`config.mk`:
```
export PLATFORM = sky130hd
export DESIGN_NAME = phy_mem_arbiter_flat
export DESIGN_NICKNAME = d
export VERILOG_FILES = /design/src/rtl/phy_mem_arbiter_if.sv /design/src/rtl/phy_mem_arbiter.sv /design/src/flat_wrapper.sv
export SDC_FILE = /design/constraint.sdc
export NUM_CORES = 1
export LEC_CHECK = 0
export CAP_MARGIN = 25
export CORE_AREA = 2 2 119 121
export DETAILED_ROUTE_END_ITERATION = 16
export DIE_AREA = 0 0 121 123
export PLACE_DENSITY = 0.85
export SYNTH_ARGS = -nofsm -noshare
export SYNTH_HDL_FRONTEND = slang
export SYNTH_SLANG_ARGS = --single-unit
```
`constraint.sdc`:
```
create_clock -name clk50M -period 2.3 [get_ports clk50M]
set_input_delay 0.345 -clock clk50M [delete_from_list [all_inputs] [get_ports clk50M]]
set_output_delay 0.345 -clock clk50M [all_outputs]
set_load 0.02 [all_outputs]
```
`src/rtl/phy_mem_arbiter_if.sv`:
```
// Requester handshakes and controller-facing bus of phy_mem_arbiter.
// slave = the arbiter, master = requesters plus the memory controller.
interface phy_mem_arbiter_if;
  logic        if_req;
  logic [31:0] if_addr;
  logic        if_ack;
  logic        d_req;
  logic        d_we;
  logic [31:0] d_addr;
  logic [31:0] d_wdata;
  logic        d_ack;
  logic        dma_req;
  logic        dma_we;
  logic [31:0] dma_addr;
  logic [31:0] dma_wdata;
  logic        dma_ack;
  logic [31:0] rdata;
  logic        mem_is_write;
  logic        mem_opt_is_lw;
  logic [31:0] mem_addr;
  logic [31:0] mem_data_in;
  logic [31:0] mem_data_out;
  logic        mem_busy;

  modport slave (
    input  if_req, if_addr, d_req, d_we, d_addr, d_wdata,
    input  dma_req, dma_we, dma_addr, dma_wdata, mem_data_out, mem_busy,
    output if_ack, d_ack, dma_ack, rdata,
    output mem_is_write, mem_opt_is_lw, mem_addr, mem_data_in
  );

  modport master (
    output if_req, if_addr, d_req, d_we, d_addr, d_wdata,
    output dma_req, dma_we, dma_addr, dma_wdata, mem_data_out, mem_busy,
    input  if_ack, d_ack, dma_ack, rdata,
    input  mem_is_write, mem_opt_is_lw, mem_addr, mem_data_in
  );
endinterface

```
`src/rtl/phy_mem_arbiter.sv`:
```
// Three-port arbiter/sequencer (fetch, data, DMA) in front of phy_mem_ctrl.
// All state moves on the falling edge of clk50M, like the controller.
module phy_mem_arbiter #(
  parameter logic [31:0] IDLE_ADDR    = 32'h0000_0000,
  parameter int          DMA_MAX_WAIT = 16
) (
  input  logic             clk50M,
  input  logic             rst,
  phy_mem_arbiter_if.slave bus
);

  localparam int                WAIT_W   = $clog2(DMA_MAX_WAIT + 1);
  localparam logic [WAIT_W-1:0] WAIT_MAX = WAIT_W'(DMA_MAX_WAIT);
  localparam logic [WAIT_W-1:0] WAIT_ONE = WAIT_W'(1);

  typedef enum logic [1:0] {
    S_IDLE     = 2'd0,
    S_RD       = 2'd1,
    S_WR_PULSE = 2'd2,
    S_WR_WAIT  = 2'd3
  } state_t;

  typedef enum logic [1:0] {
    OWN_IF  = 2'd0,
    OWN_D   = 2'd1,
    OWN_DMA = 2'd2
  } owner_t;

  state_t            state_r, state_s;
  owner_t            owner_r, owner_s, gnt_owner_s;
  logic              gnt_valid_s, gnt_we_s;
  logic [31:0]       gnt_addr_s, gnt_wdata_s;
  logic [WAIT_W-1:0] dma_wait_r, dma_wait_s;
  logic [2:0]        ack_r, ack_s;
  logic [31:0]       rdata_r, rdata_s;
  logic              mem_is_write_r, mem_is_write_s;
  logic              mem_opt_is_lw_r, mem_opt_is_lw_s;
  logic [31:0]       mem_addr_r, mem_addr_s;
  logic [31:0]       mem_data_in_r, mem_data_in_s;
  logic              if_pend_s, d_pend_s, dma_pend_s, starved_s;

  function automatic logic [2:0] ack_onehot(input owner_t own);
    case (own)
      OWN_IF:  return 3'b001;
      OWN_D:   return 3'b010;
      OWN_DMA: return 3'b100;
      default: return 3'b000;
    endcase
  endfunction

  // A req seen in the same cycle as its own ack belongs to the finished access.
  assign if_pend_s  = bus.if_req  & ~ack_r[0];
  assign d_pend_s   = bus.d_req   & ~ack_r[1];
  assign dma_pend_s = bus.dma_req & ~ack_r[2];
  assign starved_s  = (dma_wait_r == WAIT_MAX);

  // Arbitration: starved DMA, then data, then fetch, then DMA.
  always_comb begin
    gnt_valid_s = 1'b1;
    gnt_owner_s = OWN_IF;
    gnt_we_s    = 1'b0;
    gnt_addr_s  = bus.if_addr;
    gnt_wdata_s = 32'h0000_0000;
    if (dma_pend_s && starved_s) begin
      gnt_owner_s = OWN_DMA;
      gnt_we_s    = bus.dma_we;
      gnt_addr_s  = bus.dma_addr;
      gnt_wdata_s = bus.dma_wdata;
    end else if (d_pend_s) begin
      gnt_owner_s = OWN_D;
      gnt_we_s    = bus.d_we;
      gnt_addr_s  = bus.d_addr;
      gnt_wdata_s = bus.d_wdata;
    end else if (if_pend_s) begin
      gnt_owner_s = OWN_IF;
    end else if (dma_pend_s) begin
      gnt_owner_s = OWN_DMA;
      gnt_we_s    = bus.dma_we;
      gnt_addr_s  = bus.dma_addr;
      gnt_wdata_s = bus.dma_wdata;
    end else begin
      gnt_valid_s = 1'b0;
    end
  end

  // Next state and next registered outputs; the bus parks on IDLE_ADDR by default.
  always_comb begin
    state_s         = state_r;
    owner_s         = owner_r;
    dma_wait_s      = dma_wait_r;
    ack_s           = 3'b000;
    rdata_s         = rdata_r;
    mem_is_write_s  = 1'b0;
    mem_opt_is_lw_s = 1'b0;
    mem_addr_s      = IDLE_ADDR;
    mem_data_in_s   = mem_data_in_r;
    case (state_r)
      S_IDLE: begin
        if (gnt_valid_s) begin
          owner_s    = gnt_owner_s;
          mem_addr_s = gnt_addr_s;
          if (gnt_we_s) begin
            state_s        = S_WR_PULSE;
            mem_is_write_s = 1'b1;
            mem_data_in_s  = gnt_wdata_s;
          end else begin
            state_s         = S_RD;
            mem_opt_is_lw_s = (gnt_owner_s != OWN_IF);
          end
        end else begin
          state_s = S_IDLE;
        end
        if (gnt_valid_s && (gnt_owner_s == OWN_DMA)) begin
          dma_wait_s = {WAIT_W{1'b0}};
        end else if (dma_pend_s && !starved_s) begin
          dma_wait_s = dma_wait_r + WAIT_ONE;
        end else begin
          dma_wait_s = dma_wait_r;
        end
      end
      S_RD: begin
        state_s = S_IDLE;
        rdata_s = bus.mem_data_out;
        ack_s   = ack_onehot(owner_r);
      end
      S_WR_PULSE: begin
        // Dropping mem_is_write here guarantees a low cycle between writes.
        state_s = S_WR_WAIT;
      end
      S_WR_WAIT: begin
        if (!bus.mem_busy) begin
          state_s = S_IDLE;
          ack_s   = ack_onehot(owner_r);
        end else begin
          state_s = S_WR_WAIT;
        end
      end
      default: begin
        state_s = S_IDLE;
      end
    endcase
  end

  // State and output registers with synchronous reset.
  always_ff @(negedge clk50M) begin
    if (rst) begin
      state_r         <= S_IDLE;
      owner_r         <= OWN_IF;
      dma_wait_r      <= {WAIT_W{1'b0}};
      ack_r           <= 3'b000;
      rdata_r         <= 32'h0000_0000;
      mem_is_write_r  <= 1'b0;
      mem_opt_is_lw_r <= 1'b0;
      mem_addr_r      <= IDLE_ADDR;
      mem_data_in_r   <= 32'h0000_0000;
    end else begin
      state_r         <= state_s;
      owner_r         <= owner_s;
      dma_wait_r      <= dma_wait_s;
      ack_r           <= ack_s;
      rdata_r         <= rdata_s;
      mem_is_write_r  <= mem_is_write_s;
      mem_opt_is_lw_r <= mem_opt_is_lw_s;
      mem_addr_r      <= mem_addr_s;
      mem_data_in_r   <= mem_data_in_s;
    end
  end

  assign bus.if_ack        = ack_r[0];
  assign bus.d_ack         = ack_r[1];
  assign bus.dma_ack       = ack_r[2];
  assign bus.rdata         = rdata_r;
  assign bus.mem_is_write  = mem_is_write_r;
  assign bus.mem_opt_is_lw = mem_opt_is_lw_r;
  assign bus.mem_addr      = mem_addr_r;
  assign bus.mem_data_in   = mem_data_in_r;

endmodule
```
`src/flat_wrapper.sv`:
```
// flat-port wrapper written by rule: the top's interface ports become plain ports
module phy_mem_arbiter_flat 
#(
  parameter logic [31:0] IDLE_ADDR    = 32'h0000_0000,
  parameter int          DMA_MAX_WAIT = 16
)
  (clk50M, rst, bus_if_req, bus_if_addr, bus_d_req, bus_d_we, bus_d_addr, bus_d_wdata, bus_dma_req, bus_dma_we, bus_dma_addr, bus_dma_wdata, bus_mem_data_out, bus_mem_busy, bus_if_ack, bus_d_ack, bus_dma_ack, bus_rdata, bus_mem_is_write, bus_mem_opt_is_lw, bus_mem_addr, bus_mem_data_in);
  phy_mem_arbiter_if bus_i ();
  input  logic clk50M;
  input  logic rst;
  input wire logic [$bits(bus_i.if_req)-1:0] bus_if_req;
  input wire logic [$bits(bus_i.if_addr)-1:0] bus_if_addr;
  input wire logic [$bits(bus_i.d_req)-1:0] bus_d_req;
  input wire logic [$bits(bus_i.d_we)-1:0] bus_d_we;
  input wire logic [$bits(bus_i.d_addr)-1:0] bus_d_addr;
  input wire logic [$bits(bus_i.d_wdata)-1:0] bus_d_wdata;
  input wire logic [$bits(bus_i.dma_req)-1:0] bus_dma_req;
  input wire logic [$bits(bus_i.dma_we)-1:0] bus_dma_we;
  input wire logic [$bits(bus_i.dma_addr)-1:0] bus_dma_addr;
  input wire logic [$bits(bus_i.dma_wdata)-1:0] bus_dma_wdata;
  input wire logic [$bits(bus_i.mem_data_out)-1:0] bus_mem_data_out;
  input wire logic [$bits(bus_i.mem_busy)-1:0] bus_mem_busy;
  output wire logic [$bits(bus_i.if_ack)-1:0] bus_if_ack;
  output wire logic [$bits(bus_i.d_ack)-1:0] bus_d_ack;
  output wire logic [$bits(bus_i.dma_ack)-1:0] bus_dma_ack;
  output wire logic [$bits(bus_i.rdata)-1:0] bus_rdata;
  output wire logic [$bits(bus_i.mem_is_write)-1:0] bus_mem_is_write;
  output wire logic [$bits(bus_i.mem_opt_is_lw)-1:0] bus_mem_opt_is_lw;
  output wire logic [$bits(bus_i.mem_addr)-1:0] bus_mem_addr;
  output wire logic [$bits(bus_i.mem_data_in)-1:0] bus_mem_data_in;
  assign bus_i.if_req = bus_if_req;
  assign bus_i.if_addr = bus_if_addr;
  assign bus_i.d_req = bus_d_req;
  assign bus_i.d_we = bus_d_we;
  assign bus_i.d_addr = bus_d_addr;
  assign bus_i.d_wdata = bus_d_wdata;
  assign bus_i.dma_req = bus_dma_req;
  assign bus_i.dma_we = bus_dma_we;
  assign bus_i.dma_addr = bus_dma_addr;
  assign bus_i.dma_wdata = bus_dma_wdata;
  assign bus_i.mem_data_out = bus_mem_data_out;
  assign bus_i.mem_busy = bus_mem_busy;
  assign bus_if_ack = bus_i.if_ack;
  assign bus_d_ack = bus_i.d_ack;
  assign bus_dma_ack = bus_i.dma_ack;
  assign bus_rdata = bus_i.rdata;
  assign bus_mem_is_write = bus_i.mem_is_write;
  assign bus_mem_opt_is_lw = bus_i.mem_opt_is_lw;
  assign bus_mem_addr = bus_i.mem_addr;
  assign bus_mem_data_in = bus_i.mem_data_in;
  phy_mem_arbiter #(.IDLE_ADDR(IDLE_ADDR), .DMA_MAX_WAIT(DMA_MAX_WAIT)) u_core (.clk50M(clk50M), .rst(rst), .bus(bus_i));
endmodule
```
==> results.toml, run 1 <==
[clocking]
cts_made_buffers = 9
cts_num_sinks = 110
cts_max_level = 3
cts_buffer_depth = 2
root_buffer = "clkbuf_16"
clock_latency_ns = 0.48
path_clk_slew_ns = 0.10
cts_tree = "done"

[floorplan]
die_y_um = 123
io_pins = 301
row_count = 43
core_um2 = 13600
start_util_pct = 37.0
fp.dieW_um = 121
die_area_um2 = 14900

[worst_hold_path]
worstHoldPathType = "flop to flop"

[sta]
hold_slack_ns = 0.454
setup_viol = 163
slew_headroom_pct = 45.6
grt_setup_unrepaired = "yes"
finalHoldViolations = 0
fin_skew_ns = 0.0724
worstMarginPinSlew_ns = 0.816
slew_viol_final = 0
fin_ws_ns = -0.239

[layout]
fin_nets = 1293
antenna-diode-count = 0
fin_util_pct = 79.8
layout_commonest_cell = "clkdlybuf4s50_1"
layout-drive-gt1-share_pct = 43.8
areaGrowthSynthToFinish_pct = 115
final_cell_mix = "clkdlybuf4s50_1 (193), nand2_1 (134), buf_6 (120)"
stdcell_area_um2 = 10900

[pwr]
p_leak_nw = 4.51
p_seq_share_pct = 31.2
cellPowerDensity_nw_per_um2 = 649
pwr-share-comb_pct = 29.7
internal-power_w = 0.00422
power_switching_w = 0.00282
peakVddDrop_v = 0.000362
power.share.switching_pct = 40.0
pwr-share-clk_pct = 39.1

[placement]
place_congestion = 0.829
io_buffers = 300
postPlaceCellArea_um2 = 8320
dp_hpwl_mm = 13.2

[drt]
routed_wl_mm = 30.4
dr.pass1.iters = 6
vias_per_cell = 5.77
drc = 0
wire_per_inst_um = 23.8
drt_iter0_markers = 665
ant_nets = 0
vias = 7363

[yosys]
netlist_area_um2 = 5040
ys_warn_count = 0
syn_area_per_cell_um2 = 7.70
ys_seq_area_share_pct = 43.7
synth_top_family_by_area = "simple AND/OR/NAND/NOR gates"
synthXorXnorAreaFrac_pct = 0.521
synth_edf_count = 0
synthMuxAreaShare_pct = 0
synth_compound_area_share_pct = 18.8
yosysUniqueCellTypes = 34
synth_seq_cells = 110
synthArstFlopShare_pct = 0
synth_nets = 856
synthAdderAreaFrac_pct = 0.497
synth-main-ff-cell = "dfxtp_1"
syn_inst = 654
yosys.area_share.simple_pct = 29.9

[global_route]
grt_pass1_wl_mm = 34.3
antenna_found_initial = 0
grt-ovfl-total = 0
grt_max_degree = 74
grt_pass1_vias = 6905
track_usage_pct = 29.6

[setup_path]
cpMaxStageDelayCell = "nor4_2"
cp-start-kind = "input port"
crit_arrival_ns = 1.72
criticalPathCategory = "input port to flop"
cp_max_fo = 6
crit_family = "simple AND/OR/NAND/NOR gates"
slowest_delay_ns = 0.41
path_cells = "buf_6, nor2b_4, buf_6, buf_6, o21ai_4, nand2_4, clkbuf_16, nor2_4, nor4_2"
required_ns = 1.48
path_buf_inv = 4
cp-end-kind = "flop"
crit_top_cell = "buf_6"

[outcome]
violations = "negative setup slack"
outcome = "complete, but fails checks"

[job]
max_cap_violations = 0
area by class of cell:
| cell class | instances | area, um^2 |
|---|---|---|
| Fill cell | 728 | 2760 |
| Timing Repair Buffer | 376 | 4100 |
| Sequential cell | 110 | 2330 |
| Inverter | 3 | 11.3 |
| Tap cell | 180 | 225 |
| Clock inverter | 117 | 497 |
| Multi-Input combinational cell | 481 | 3470 |
| Clock buffer | 9 | 225 |
synth_stat cells (2+ instances only):
| cell | count | area [um^2] |
|---|---|---|
| nand2_1 | 137 | 514 |
| dfxtp_1 | 110 | 2200 |
| a21oi_1 | 100 | 500 |
| nor2_1 | 72 | 270 |
| clkbuf_1 | 34 | 128 |
| o22ai_1 | 33 | 206 |
| nand3_1 | 32 | 160 |
| o21ai_0 | 32 | 160 |
| nor4_2 | 30 | 375 |
| buf_2 | 15 | 75.1 |
| buf_6 | 7 | 78.8 |
| o21ai_1 | 6 | 30.0 |
| inv_1 | 4 | 15.0 |
| nand4_1 | 4 | 25.0 |
| and2_1 | 3 | 18.8 |
| buf_1 | 3 | 11.3 |
| buf_4 | 3 | 22.5 |
| nand2b_1 | 3 | 18.8 |
| nor2b_1 | 3 | 18.8 |
| nor3b_1 | 3 | 22.5 |
| xor2_1 | 3 | 26.3 |
| ha_1 | 2 | 25.0 |
| nor3_1 | 2 | 10.0 |
| nor4_1 | 2 | 12.5 |
| or2_2 | 2 | 12.5 |
cell families after synthesis:
| group | Yosys count |
|---|---|
| compound gates | 175 |
| flops | 110 |
| xor+xnor | 3 |
| simple gates | 298 |
| buf+inv | 66 |
| fa+ha+maj | 2 |
power groups by stage:
stage	Clock [W]	Sequential (W)	Combinational, W
2_1_floorplan	0.000292	0.00231	0.000590
3_3_place_gp	0.000292	0.00216	0.00152
3_5_place_dp	0.000292	0.00216	0.00153
4_1_cts	0.00251	0.00219	0.00172
5_1_grt	0.00297	0.00221	0.00216
6_report	0.00275	0.00220	0.00209
per-stage QoR:
step	setup TNS, ns	power [W]	setup WS (ns)	std cells
floorplan	-25.66	0.00319	-0.399	654
global placement	-75.82	0.00397	-0.939	1101
detailed placement	-78.80	0.00399	-0.980	1101
CTS	-12.02	0.00642	-0.142	1257
global route	-17.02	0.00734	-0.298	1276
finish	-13.40	0.00704	-0.239	1276
layer usage:
metal	vias to the layer above	GRT usage [%]	wire length [um]
met5	-	0	0
met1	3421	29.1	10100
met4	0	17.4	2280
met2	625	51.7	14400
li1	3132	-	-
met3	185	13.1	3720
registers in the layout, indices dropped and copies added, names as in the netlist:
| name | cells |
|---|---|
| u_core.ack_r | 3 |
| u_core.bus.mem_addr | 32 |
| u_core.bus.mem_data_in | 32 |
| u_core.bus.mem_is_write | 1 |
| u_core.bus.mem_opt_is_lw | 1 |
| u_core.bus.rdata | 32 |
| u_core.dma_wait_r | 5 |
| u_core.owner_r | 2 |
| u_core.state_r | 2 |
worst paths after layout:
| path | slack (ns) | cells after the start | from | end |
|---|---|---|---|---|
| setup / recovery | -0.24 | 9 | bus_dma_req | u_core.bus.mem_addr[24] |
| hold / removal | 0.45 | 2 | u_core.bus.rdata[16] | u_core.bus.rdata[16] |
| setup reg to reg | 0.03 | 10 | u_core.dma_wait_r[0] | u_core.bus.mem_addr[11] |
| hold reg to reg | 0.45 | 2 | u_core.bus.rdata[16] | u_core.bus.rdata[16] |
worst register-to-register path: stages (launching register included):
cell	delay (ns)
dfxtp_1	0.40
inv_1	0.09
ha_1	0.21
and4bb_1	0.29
and2_4	0.22
buf_6	0.12
nor2_4	0.12
buf_12	0.14
clkbuf_16	0.15
a21oi_2	0.05
nor4_2	0.36
timing repair:
action | CTS | global route
hold endpoints to repair | 0 | 0
setup endpoints to repair | 176 | 170
hold buffers | 0 | 0
cloned | 6 | 10
buffers inserted | 25 | 14
resized for setup | 766 | 161
pin swaps | 31 | 52
No activity file was read; power rests on OpenSTA's default activity.
==> inputs of run 2 (changes only) <==
--- a/config.mk
+++ b/config.mk
@@ -10,6 +10,7 @@
 export DETAILED_ROUTE_END_ITERATION = 16
 export DIE_AREA = 0 0 121 123
 export PLACE_DENSITY = 0.85
+export SETUP_SLACK_MARGIN = 0.4
 export SYNTH_ARGS = -nofsm -noshare
 export SYNTH_HDL_FRONTEND = slang
 export SYNTH_SLANG_ARGS = --single-unit
==> run 2 against run 1 <==
Effect of this change: register-to-register slack got worse by 0.10 ns; highest routed layer unchanged; critical path type unchanged; count of clock-buffer cells in the layout did not move; critical endpoint is now u_core.bus.mem_addr[31]; total power rose by 1.8%; the run still ends with negative setup slack left.
==> results.toml, run 2 (synthesis gave the netlist of run 1 again) <==
[global_route]
antenna_found_initial = 3
grt_pass1_wl_mm = 38.4
grt_max_degree = 41
grt_pass1_vias = 7496
track_usage_pct = 33.7
grt-ovfl-total = 0

[drt]
routed_wl_mm = 30.2
drt_iter0_markers = 734
vias = 7502
drc = 0
vias_per_cell = 5.68
ant_nets = 0
wire_per_inst_um = 22.8
dr.pass1.iters = 5

[floorplan]
start_util_pct = 37.0
die_y_um = 123
fp.dieW_um = 121
die_area_um2 = 14900
row_count = 43
core_um2 = 13600
io_pins = 301

[worst_hold_path]
worstHoldPathType = "flop to flop"
holdPathStages = 2

[setup_path]
criticalPathCategory = "input port to flop"
crit_arrival_ns = 1.79
required_ns = 1.47
worstReg2RegStart = "u_core.dma_wait_r[0]"
cp-end-kind = "flop"
endpoint = "u_core.bus.mem_addr[31]"
reg2reg_depth = 10
cp-start-kind = "input port"
cp-startpoint = "bus_dma_req"
cp_max_fo = 5
r2r_end = "u_core.bus.mem_addr[31]"
r2r_slack_ns = -0.07

[clocking]
root_buffer = "clkbuf_16"
cts_tree = "done"
cts_max_level = 3
cts_buffer_depth = 2
hold_buffers = 0
path_clk_slew_ns = 0.08
cts_made_buffers = 9
clock_latency_ns = 0.45
cts_num_sinks = 110

[layout]
seq_area_um2 = 2330
layout_commonest_cell = "clkdlybuf4s50_1"
areaGrowthSynthToFinish_pct = 135
multi_input_area_um2 = 3760
final_cell_mix = "clkdlybuf4s50_1 (192), buf_6 (134), nand2_1 (133)"
nFillCells = 624
layout-drive-gt1-share_pct = 49.2
fin_nets = 1335

[pwr]
p_total_w = 0.00717
peakVddDrop_v = 0.000373
p_leak_nw = 4.90
cellPowerDensity_nw_per_um2 = 605

[outcome]
outcome = "complete, but fails checks"
violations = "negative setup slack"

[sta]
worstMarginPinSlew_ns = 0.836
grt_setup_unrepaired = "yes"
fin_skew_ns = 0.0477
fin_ws_ns = -0.318
slew_headroom_pct = 44.3
slew_viol_final = 0
setup_viol = 173
finalHoldViolations = 0

[placement]
dp_hpwl_mm = 13.0
dp_slack_ns = -0.953
place_congestion = 0.887
io_buffers = 300

[job]
max_cap_violations = 0
## run 2: changes by cell type in the layout (fill, tap and decap cells not counted), sizes merged, moves of 2 or more
| cell | before | now |
|---|---|---|
| buf | 174 | 217 |
| clkbuf | 16 | 13 |
| diode | 0 | 3 |
| o22a | 4 | 6 |
## run 2: how the worst min path moves through the flow
stage,start,slack (ns),endpoint
after global placement,u_core.bus.rdata[25],0.44,u_core.bus.rdata[25]
after CTS,u_core.owner_r[0],0.45,u_core.ack_r[2]
after detailed placement,u_core.bus.rdata[1],0.44,u_core.bus.rdata[1]
final,u_core.bus.rdata[30],0.46,u_core.bus.rdata[30]
after global routing,u_core.bus.rdata[12],0.48,u_core.bus.rdata[12]
after floorplan,u_core.owner_r[1],0.42,u_core.ack_r[1]
## run 2: what timing repair did
action,in CTS,in global routing
buffers inserted,32,30
setup endpoints to repair,196,207
cloned,24,4
pin swaps,65,52
resized for setup,865,121
## run 2: through the flow
| stage | instance area, um^2 | TNS (ns) | std cells | util, % | hold WS [ns] |
|---|---|---|---|---|---|
| 6_report | 11800 | -16.25 | 1321 | 87.0 | 0.455 |
| 5_1_grt | 11800 | -20.51 | 1321 | 87.0 | 0.477 |
| 4_1_cts | 10900 | -8.36 | 1284 | 80.2 | 0.455 |
| 3_5_place_dp | 8410 | -73.13 | 1103 | 61.8 | 0.444 |
| 3_3_place_gp | 8410 | -70.85 | 1103 | 61.8 | 0.438 |
| 2_1_floorplan | 5170 | -25.09 | 654 | - | 0.421 |
## run 2: cell type report
cell class	instances	area share (%)
Timing Repair Buffer	416	40.5
Multi-Input combinational cell	483	31.7
Tap cell	180	1.90
Antenna cell	3	0.0634
Clock inverter	117	4.16
Sequential cell	110	19.7
Inverter	3	0.0951
Clock buffer	9	1.90
## run 2: power by group
group | leakage (nW) | switching (W) | internal [W]
Sequential | 0.942 | 0.000107 | 0.00209
Combinational | 3.22 | 0.00116 | 0.00118
Clock | 0.737 | 0.00152 | 0.00112
## run 2: layer usage
metal	vias up	global-route usage, %	share of wire, %
met2	577	57.8	50
met3	191	11.3	8.6
met5	-	0	0
li1	3232	-	-
met1	3502	34.6	33
met4	0	24.3	7.5
## run 2: critical path, stage by stage
cell	delay, ns
buf_6	0.09
nor2b_4	0.13
and2_4	0.17
buf_6	0.13
nor2_4	0.17
buf_6	0.15
buf_12	0.13
a21oi_1	0.09
nor4_4	0.38
